===== src/rtl/eprisc_rom_arbiter.sv =====
// Two-requester arbiter for the 1024x32 boot ROM: combinational grant, one read per cycle,
// and tagged registered read data returned two cycles after each grant.
module eprisc_rom_arbiter #(
    parameter int unsigned ADDR_W   = 10,
    parameter int unsigned DATA_W   = 32,
    parameter int unsigned RR_MODE  = 0,
    parameter int unsigned MAX_WAIT = 8
) (
    input  logic              iClk,
    input  logic              iRst_n,
    input  logic              iCpuReq,
    input  logic [ADDR_W-1:0] iCpuAddr,
    output logic              oCpuGnt,
    output logic              oCpuValid,
    output logic [DATA_W-1:0] oCpuData,
    input  logic              iAuxReq,
    input  logic [ADDR_W-1:0] iAuxAddr,
    output logic              oAuxGnt,
    output logic              oAuxValid,
    output logic [DATA_W-1:0] oAuxData,
    output logic [ADDR_W-1:0] oRomAddr,
    output logic              oRomEnable,
    input  logic [DATA_W-1:0] iRomData
);

    typedef enum logic {
        OwnerCpu = 1'b0,
        OwnerAux = 1'b1
    } owner_e;

    localparam logic [7:0] MaxWait = 8'(MAX_WAIT);

    logic              cpu_gnt;
    logic              aux_gnt;

    logic [7:0]        wait_cnt_q, wait_cnt_d;
    owner_e            last_q, last_d;
    logic              s1_valid_q, s1_valid_d;
    owner_e            s1_owner_q, s1_owner_d;
    logic              cpu_valid_q, cpu_valid_d;
    logic              aux_valid_q, aux_valid_d;
    logic [DATA_W-1:0] cpu_data_q, cpu_data_d;
    logic [DATA_W-1:0] aux_data_q, aux_data_d;

    // Arbitration: purely combinational so the address is consumed in the request cycle.
    always_comb begin
        cpu_gnt = 1'b0;
        aux_gnt = 1'b0;
        if (RR_MODE != 0) begin
            if (iCpuReq && iAuxReq) begin
                cpu_gnt = (last_q == OwnerAux);
                aux_gnt = (last_q == OwnerCpu);
            end else begin
                cpu_gnt = iCpuReq;
                aux_gnt = iAuxReq;
            end
        end else begin
            aux_gnt = iAuxReq && (!iCpuReq || (wait_cnt_q == MaxWait));
            cpu_gnt = iCpuReq && !aux_gnt;
        end
    end

    always_comb begin
        wait_cnt_d = wait_cnt_q;
        if (RR_MODE != 0) begin
            wait_cnt_d = '0;
        end else if (!iAuxReq || aux_gnt) begin
            wait_cnt_d = '0;
        end else if (wait_cnt_q != MaxWait) begin
            wait_cnt_d = wait_cnt_q + 8'd1;
        end

        last_d = last_q;
        if (cpu_gnt) begin
            last_d = OwnerCpu;
        end else if (aux_gnt) begin
            last_d = OwnerAux;
        end

        oRomAddr = '0;
        if (cpu_gnt) begin
            oRomAddr = iCpuAddr;
        end else if (aux_gnt) begin
            oRomAddr = iAuxAddr;
        end

        s1_valid_d = cpu_gnt | aux_gnt;
        s1_owner_d = aux_gnt ? OwnerAux : OwnerCpu;

        // Stage 2: the ROM drives the bus in the stage-1 cycle; capture into the owner only.
        cpu_valid_d = s1_valid_q && (s1_owner_q == OwnerCpu);
        aux_valid_d = s1_valid_q && (s1_owner_q == OwnerAux);
        cpu_data_d  = cpu_valid_d ? iRomData : cpu_data_q;
        aux_data_d  = aux_valid_d ? iRomData : aux_data_q;
    end

    always_ff @(posedge iClk or negedge iRst_n) begin
        if (!iRst_n) begin
            wait_cnt_q  <= '0;
            last_q      <= OwnerAux;
            s1_valid_q  <= 1'b0;
            s1_owner_q  <= OwnerCpu;
            cpu_valid_q <= 1'b0;
            aux_valid_q <= 1'b0;
            cpu_data_q  <= '0;
            aux_data_q  <= '0;
        end else begin
            wait_cnt_q  <= wait_cnt_d;
            last_q      <= last_d;
            s1_valid_q  <= s1_valid_d;
            s1_owner_q  <= s1_owner_d;
            cpu_valid_q <= cpu_valid_d;
            aux_valid_q <= aux_valid_d;
            cpu_data_q  <= cpu_data_d;
            aux_data_q  <= aux_data_d;
        end
    end

    assign oCpuGnt    = cpu_gnt;
    assign oAuxGnt    = aux_gnt;
    assign oRomEnable = s1_valid_q;
    assign oCpuValid  = cpu_valid_q;
    assign oAuxValid  = aux_valid_q;
    assign oCpuData   = cpu_data_q;
    assign oAuxData   = aux_data_q;

endmodule


===== config.mk =====
export PLATFORM = sky130hd
export DESIGN_NAME = eprisc_rom_arbiter
export DESIGN_NICKNAME = d
export VERILOG_FILES = /design/src/rtl/eprisc_rom_arbiter.sv
export SDC_FILE = /design/constraint.sdc
export NUM_CORES = 1
export LEC_CHECK = 0
export CORE_MARGIN = 2
export CORE_UTILIZATION = 28
export DETAILED_ROUTE_END_ITERATION = 7
export HOLD_SLACK_MARGIN = 0.03
export PLACE_DENSITY = 0.63
export REMOVE_ABC_BUFFERS = 1
export SETUP_SLACK_MARGIN = 0.2
export SLEW_MARGIN = 0
export SYNTH_ARGS = -nofsm -noshare
export SYNTH_HDL_FRONTEND = slang
export SYNTH_SLANG_ARGS = --single-unit

===== constraint.sdc =====
create_clock -name iClk -period 1.8 [get_ports iClk]
set_input_delay 0.18 -clock iClk [delete_from_list [all_inputs] [get_ports iClk]]
set_output_delay 0.18 -clock iClk [all_outputs]
set_load 0.03 [all_outputs]

==> run summary, run 1 <==
starting density of the core: 0.291
post-route cell area: 0.00508 mm2
post-synthesis cell type count: 29
die area: 0.0117 mm2
Synth area leaders: dfrtp_1 (63%), mux2_2 (24%), a22o_1 (2.6%)
CTS HTree Levels: 3
Cell Pwr Density: 990 mW/mm2
arrival time at the worst endpoint: 2.01 ns
sequential fraction of the synthesis area: 0.628
CTS tree: done
Clock transition at path regs: 0.08 ns
Via Count: 2,217
Syn. warnings: 0
Final Util: 0.488
detailed-route wire length: 7190 um
Setup Skew: 0.00851 ns
Rows: 37
Maximum Capacitance Violations: 0
first-pass GRT wire length: 11,600 um
RSZ-0062 raised after global routing: true
GP Congestion: 0.752
internal reg-to-reg setup slack: 0.09 ns
GRT Util Overall: 0.128
n_diodes: 0
Remaining Overflow, GRT: 0
Vias/cell: 4.43
Critical Path Sink Type: output port
pre-CTS setup slack: -0.0777 ns
WS Path Type: flip-flop to output port
Post-synth top flop: dfrtp_1
port bufs: 134
placed cell area: 0.00461 mm2
Root Driver: clkbuf_8
Yosys top cell area share: 0.628
CTS Sinks: 76
worst-path maximum fanout: 11
worst hold slack: 0.328 ns
Achievable Freq: 0.456 GHz
clk buf depth: 2
worst slew pin tran: 0.388 ns
post-synth top area cell: dfrtp_1
period utilisation layout: 1.22
number of synthesized flops with an enable pin: 0
Final #Nets: 417
Post-DRT Antenna Nets: 0
drt wl/cell: 14.4 um
Slew Limit Fails: 0
Fin. Hold Viols: 0
Worst Slack Setup Final: -0.391 ns
worst reg2reg path depth: 5
worst min path class: primary input to async pin
syn avg cell area: 15.1 um2
# setup viols final: 12
share of post-route cells with drive strength above 1: 0.354
Iteration-0 DRC Markers: 33
data required time at the worst endpoint: 1.62 ns
area delta synth->final: 67.9%
Mapped Cells: 200
Ports: 135
Core Box Area: 0.0104 mm2
CP Launch Type: flip-flop
DRC: 0
Num CTS Buffers: 9
initial antenna violation count: 0
overall die height: 108 um
final setup TNS: -4.08 ns
status: finished with violations
hpwl dp: 5290 um
P_leak: 2.42 nW
vias in the first global route: 2,401
fin crit period: 2.19 ns
post-synthesis sequential element count: 76
Peak VDD IR: 412 uV
Async S/R FF share, synth: 1.00
Clock Latency Late Sink: 0.34 ns
Relative slew margins: 0.741
Detailed Routing Iterations Pass 1: 3
Die Wd: 108 um
largest net degree at the start of global routing: 49
cell area after synthesis: 0.00303 mm2
violated checks: negative setup slack
what timing repair did:
| item | CTS | global route |
|---|---|---|
| pin swaps | 1 | 5 |
| gates resized for setup | 25 | 45 |
| endpoints found under the hold margin | 28 | 0 |
| buffers inserted | 4 | 1 |
| hold buffers | 1 | 0 |
| endpoints found under the setup margin | 21 | 57 |
Yosys cell counts (3+ instances only):
| master | n |
|---|---|
| nand3_1 | 3 |
| a21oi_1 | 3 |
| dfrtp_1 | 76 |
| buf_2 | 3 |
| inv_1 | 6 |
| nor2_1 | 5 |
| a22o_1 | 9 |
| buf_1 | 3 |
| o21ai_0 | 3 |
| nand2_1 | 4 |
| mux2_2 | 64 |
state kept, by name, summed over array words and instances, names as in the netlist:
register    flops
oAuxData       32
wait_cnt_q      8
s1_owner_q      1
oRomEnable      1
oCpuValid       1
oCpuData       32
oAuxValid       1
critical path, cell delays in order, from the launching register on:
cell     delay, ns
dfrtp_1       0.39
or4_4         0.55
buf_6         0.15
o22ai_4       0.14
buf_12        0.14
a22o_1        0.17
buf_6         0.14
layout make-up:
cell class,instances,area [um2]
flip-flops and latches,76,1900
multi-input cells,108,1090
repair buffers,158,1670
clock inverters,6,111
inverters,6,22.5
clock buffers,10,128
well taps,136,170
fillers,909,5330
cells in the final DEF (no fill, tap or decap), types with 2 or more instances in the layout:
cell / n
clkbuf_8: 9
buf_4: 18
dlymetal6s2s_1: 36
nor2_4: 2
buf_12: 2
dfrtp_1: 76
a22o_1: 9
nand3_1: 3
buf_6: 16
a21oi_2: 3
o21ai_0: 3
clkdlybuf4s50_1: 84
nand2_1: 4
nor2_2: 2
mux2_2: 64
xor2_1: 2
bufinv_16: 3
or3_1: 2
ha_1: 2
inv_1: 6
cells by family (layout without fill, tap and decap cells):
group / Yosys count / count (layout) / synth area share
simple gates: 20 / 20 / 0.0355
fa+ha+maj: 2 / 2 / 0.00826
compound gates: 19 / 19 / 0.0545
buf+inv: 16 / 180 / 0.0269
mux: 64 / 64 / 0.238
flops: 76 / 76 / 0.628
xor+xnor: 3 / 3 / 0.00868
per-stage QoR:
step	std cells	power, mW
after global routing	500	5.29
after global placement	478	3.53
final	500	5.04
after detailed placement	478	3.56
after CTS	499	5.15
after floorplan	190	2.81
path summary, 6_finish.rpt:
check / endpoint / from
hold / removal: oAuxData[28]$_DFFE_PN0P_ / iRst_n
hold reg to reg: oCpuData[27]$_DFFE_PN0P_ / oCpuData[27]$_DFFE_PN0P_
min in group iClk: oCpuData[15]$_DFFE_PN0P_ / iRomData[15]
setup reg to reg: wait_cnt_q[5]$_DFFE_PN0P_ / wait_cnt_q[5]$_DFFE_PN0P_
max in group asynchronous: oCpuData[8]$_DFFE_PN0P_ / iRst_n
setup / recovery: oRomAddr[1] / wait_cnt_q[5]$_DFFE_PN0P_
report_power, final:
group / internal, mW / total [mW] / switching, mW
Sequential: 1.93 / 2.02 / 0.0988
Combinational: 0.708 / 1.48 / 0.774
Clock: 0.924 / 1.53 / 0.607
per-layer routing:
layer	GRT usage	wire, um	up-vias	part of all wire
met5	0	0	-	0
met4	0.0449	146	0	0.020
met3	0.0500	588	13	0.082
met2	0.214	3580	98	0.50
met1	0.149	2880	1078	0.40
li1	-	-	1028	-
Power figures use the tool's default switching activity.
==> inputs of run 2 (changes only) <==
--- a/config.mk
+++ b/config.mk
@@ -5,10 +5,12 @@
 export SDC_FILE = /design/constraint.sdc
 export NUM_CORES = 1
 export LEC_CHECK = 0
+export CAP_MARGIN = 20
 export CORE_MARGIN = 2
 export CORE_UTILIZATION = 28
 export DETAILED_ROUTE_END_ITERATION = 7
 export HOLD_SLACK_MARGIN = 0.03
+export MAX_ROUTING_LAYER = met4
 export PLACE_DENSITY = 0.63
 export REMOVE_ABC_BUFFERS = 1
 export SETUP_SLACK_MARGIN = 0.2
==> run summary, run 2 (same netlist as run 1, synthesis figures left out) <==
largest net degree at the start of global routing: 49
period utilisation layout: 1.22
CTS tree: done
Power Total: 5.05 mW
Final Util: 0.488
CTS HTree Levels: 3
P_leak: 2.42 nW
starting density of the core: 0.291
Die Wd: 108 um
vias in the first global route: 2,397
worst-path maximum fanout: 11
Clock Latency Late Sink: 0.34 ns
reg2reg start: wait_cnt_q[5]$_DFFE_PN0P_
final setup TNS: -4.20 ns
clock network power share: 0.305
CTS Sinks: 76
Critical Path Sink Type: output port
Setup Skew: 0.0124 ns
switching pwr: 1.49 mW
GP Congestion: 0.761
delay-heaviest family, CP: simple AND/OR/NAND/NOR gates
crit-path max cell delay: 0.55 ns
Remaining Overflow, GRT: 0
Reg area: 0.00190 mm2
RSZ-0062 raised after global routing: true
GRT Util Overall: 0.132
Slew Limit Fails: 0
status: finished with violations
share of post-route cells with drive strength above 1: 0.354
Detailed Routing Iterations Pass 1: 3
Iteration-0 DRC Markers: 51
post-route cell area: 0.00508 mm2
CP Launch Type: flip-flop
overall die height: 108 um
Fin. Hold Viols: 0
Vias/cell: 4.43
area delta synth->final: 67.9%
Core Box Area: 0.0104 mm2
initial antenna violation count: 0
data required time at the worst endpoint: 1.62 ns
WS Path Type: flip-flop to output port
crit path buf inv count: 3
Worst path slowest cell: or4_4
Comb pwr share: 0.293
fillers: 909
Multi-input gate area: 0.00109 mm2
Root Driver: clkbuf_8
Relative slew margins: 0.742
CP most frequent cell: buf_6
worst min path class: primary input to async pin
sw frac: 0.295
Peak VDD IR: 412 uV
worst reg2reg path depth: 5
clk buf depth: 2
n_diodes: 0
Num CTS Buffers: 9
Worst Setup EP: oRomAddr[1]
Reg power frac: 0.401
Final #Nets: 417
Cell Pwr Density: 992 mW/mm2
Int Pwr: 3.56 mW
Clock transition at path regs: 0.08 ns
most frequent cells in the layout: clkdlybuf4s50_1 (84), dfrtp_1 (76), mux2_2 (64), dlymetal6s2s_1 (36), buf_4 (18)
first-pass GRT wire length: 11,600 um
Via Count: 2,215
Post-DRT Antenna Nets: 0
DRC: 0
Achievable Freq: 0.455 GHz
violated checks: negative setup slack
hpwl dp: 5290 um
placed cell area: 0.00461 mm2
drt wl/cell: 14.4 um
fin crit period: 2.20 ns
arrival time at the worst endpoint: 2.02 ns
critical path, cell by cell: or4_4 -> buf_6 -> o22ai_4 -> buf_12 -> a22o_1 -> buf_6
Worst Slack Setup Final: -0.400 ns
detailed-route wire length: 7200 um
FF-to-FF End: wait_cnt_q[5]$_DFFE_PN0P_
port bufs: 134
Rows: 37
worst slew pin tran: 0.386 ns
internal reg-to-reg setup slack: 0.09 ns
Critical Path Start: wait_cnt_q[5]$_DFFE_PN0P_
Maximum Capacitance Violations: 0
die area: 0.0117 mm2
# setup viols final: 12
critical path depth: 6
Ports: 135
most common cell after layout, fill and taps aside: clkdlybuf4s50_1
==> run 2: stage by stage <==
step           worst slack, ns  std cells  hold WS (ns)
6_report                -0.400        500         0.320
5_1_grt                 -0.480        500         0.331
3_5_place_dp           -0.0777        478         0.131
2_1_floorplan           -0.284        190        -0.116
3_3_place_gp           -0.0824        478         0.128
4_1_cts                 -0.418        499         0.309
==> run 2: metal layers <==
metal | routed length, um | GRT usage | up-vias | part of all wire
li1 | - | - | 1029 | -
met1 | 2950 | 0.152 | 1075 | 0.41
met2 | 3580 | 0.214 | 98 | 0.50
met3 | 523 | 0.0452 | 13 | 0.073
met4 | 152 | 0.0449 | 0 | 0.021
met5 | 0 | - | - | 0
==> run 2: layout make-up <==
type,instances,share of cell area
multi-input combinational,108,0.214
clock inverter,6,0.0219
timing repair buffer,158,0.328
clock buffer,10,0.0251
inverter,6,0.00443
sequential,76,0.374
tap,136,0.0335
==> run 2: what timing repair did <==
item,in CTS,in global routing
buffers inserted,4,1
hold buffers,1,0
setup endpoints to repair,21,57
resized for setup,25,45
endpoints found under the hold margin,28,0
pin swaps,1,5
==> run 2: worst reg2reg max path: stages, from the launching register on <==
cell	delay (ns)
dfrtp_1	0.39
or4_4	0.55
buf_6	0.15
o311ai_4	0.29
buf_6	0.18
a21oi_2	0.04
==> run 2: worst min path at each step <==
stage	slack [ns]	endpoint	start
5_1_grt	0.33	oAuxData[28]$_DFFE_PN0P_	iRst_n
2_1_floorplan	-0.12	oAuxData[0]$_DFFE_PN0P_	iRst_n
3_3_place_gp	0.13	oAuxData[28]$_DFFE_PN0P_	iRst_n
4_1_cts	0.31	oAuxData[28]$_DFFE_PN0P_	iRst_n
6_report	0.32	oAuxData[28]$_DFFE_PN0P_	iRst_n
3_5_place_dp	0.13	oAuxData[28]$_DFFE_PN0P_	iRst_n
==> run 2: power by group through the flow <==
stage                     clock, mW  sequential [mW]  combinational, mW
after floorplan                   0             2.50              0.314
after global placement            0             2.06               1.48
after detailed placement          0             2.07               1.49
after CTS                      1.60             2.03               1.52
after global routing           1.68             2.05               1.56
final                          1.54             2.02               1.48
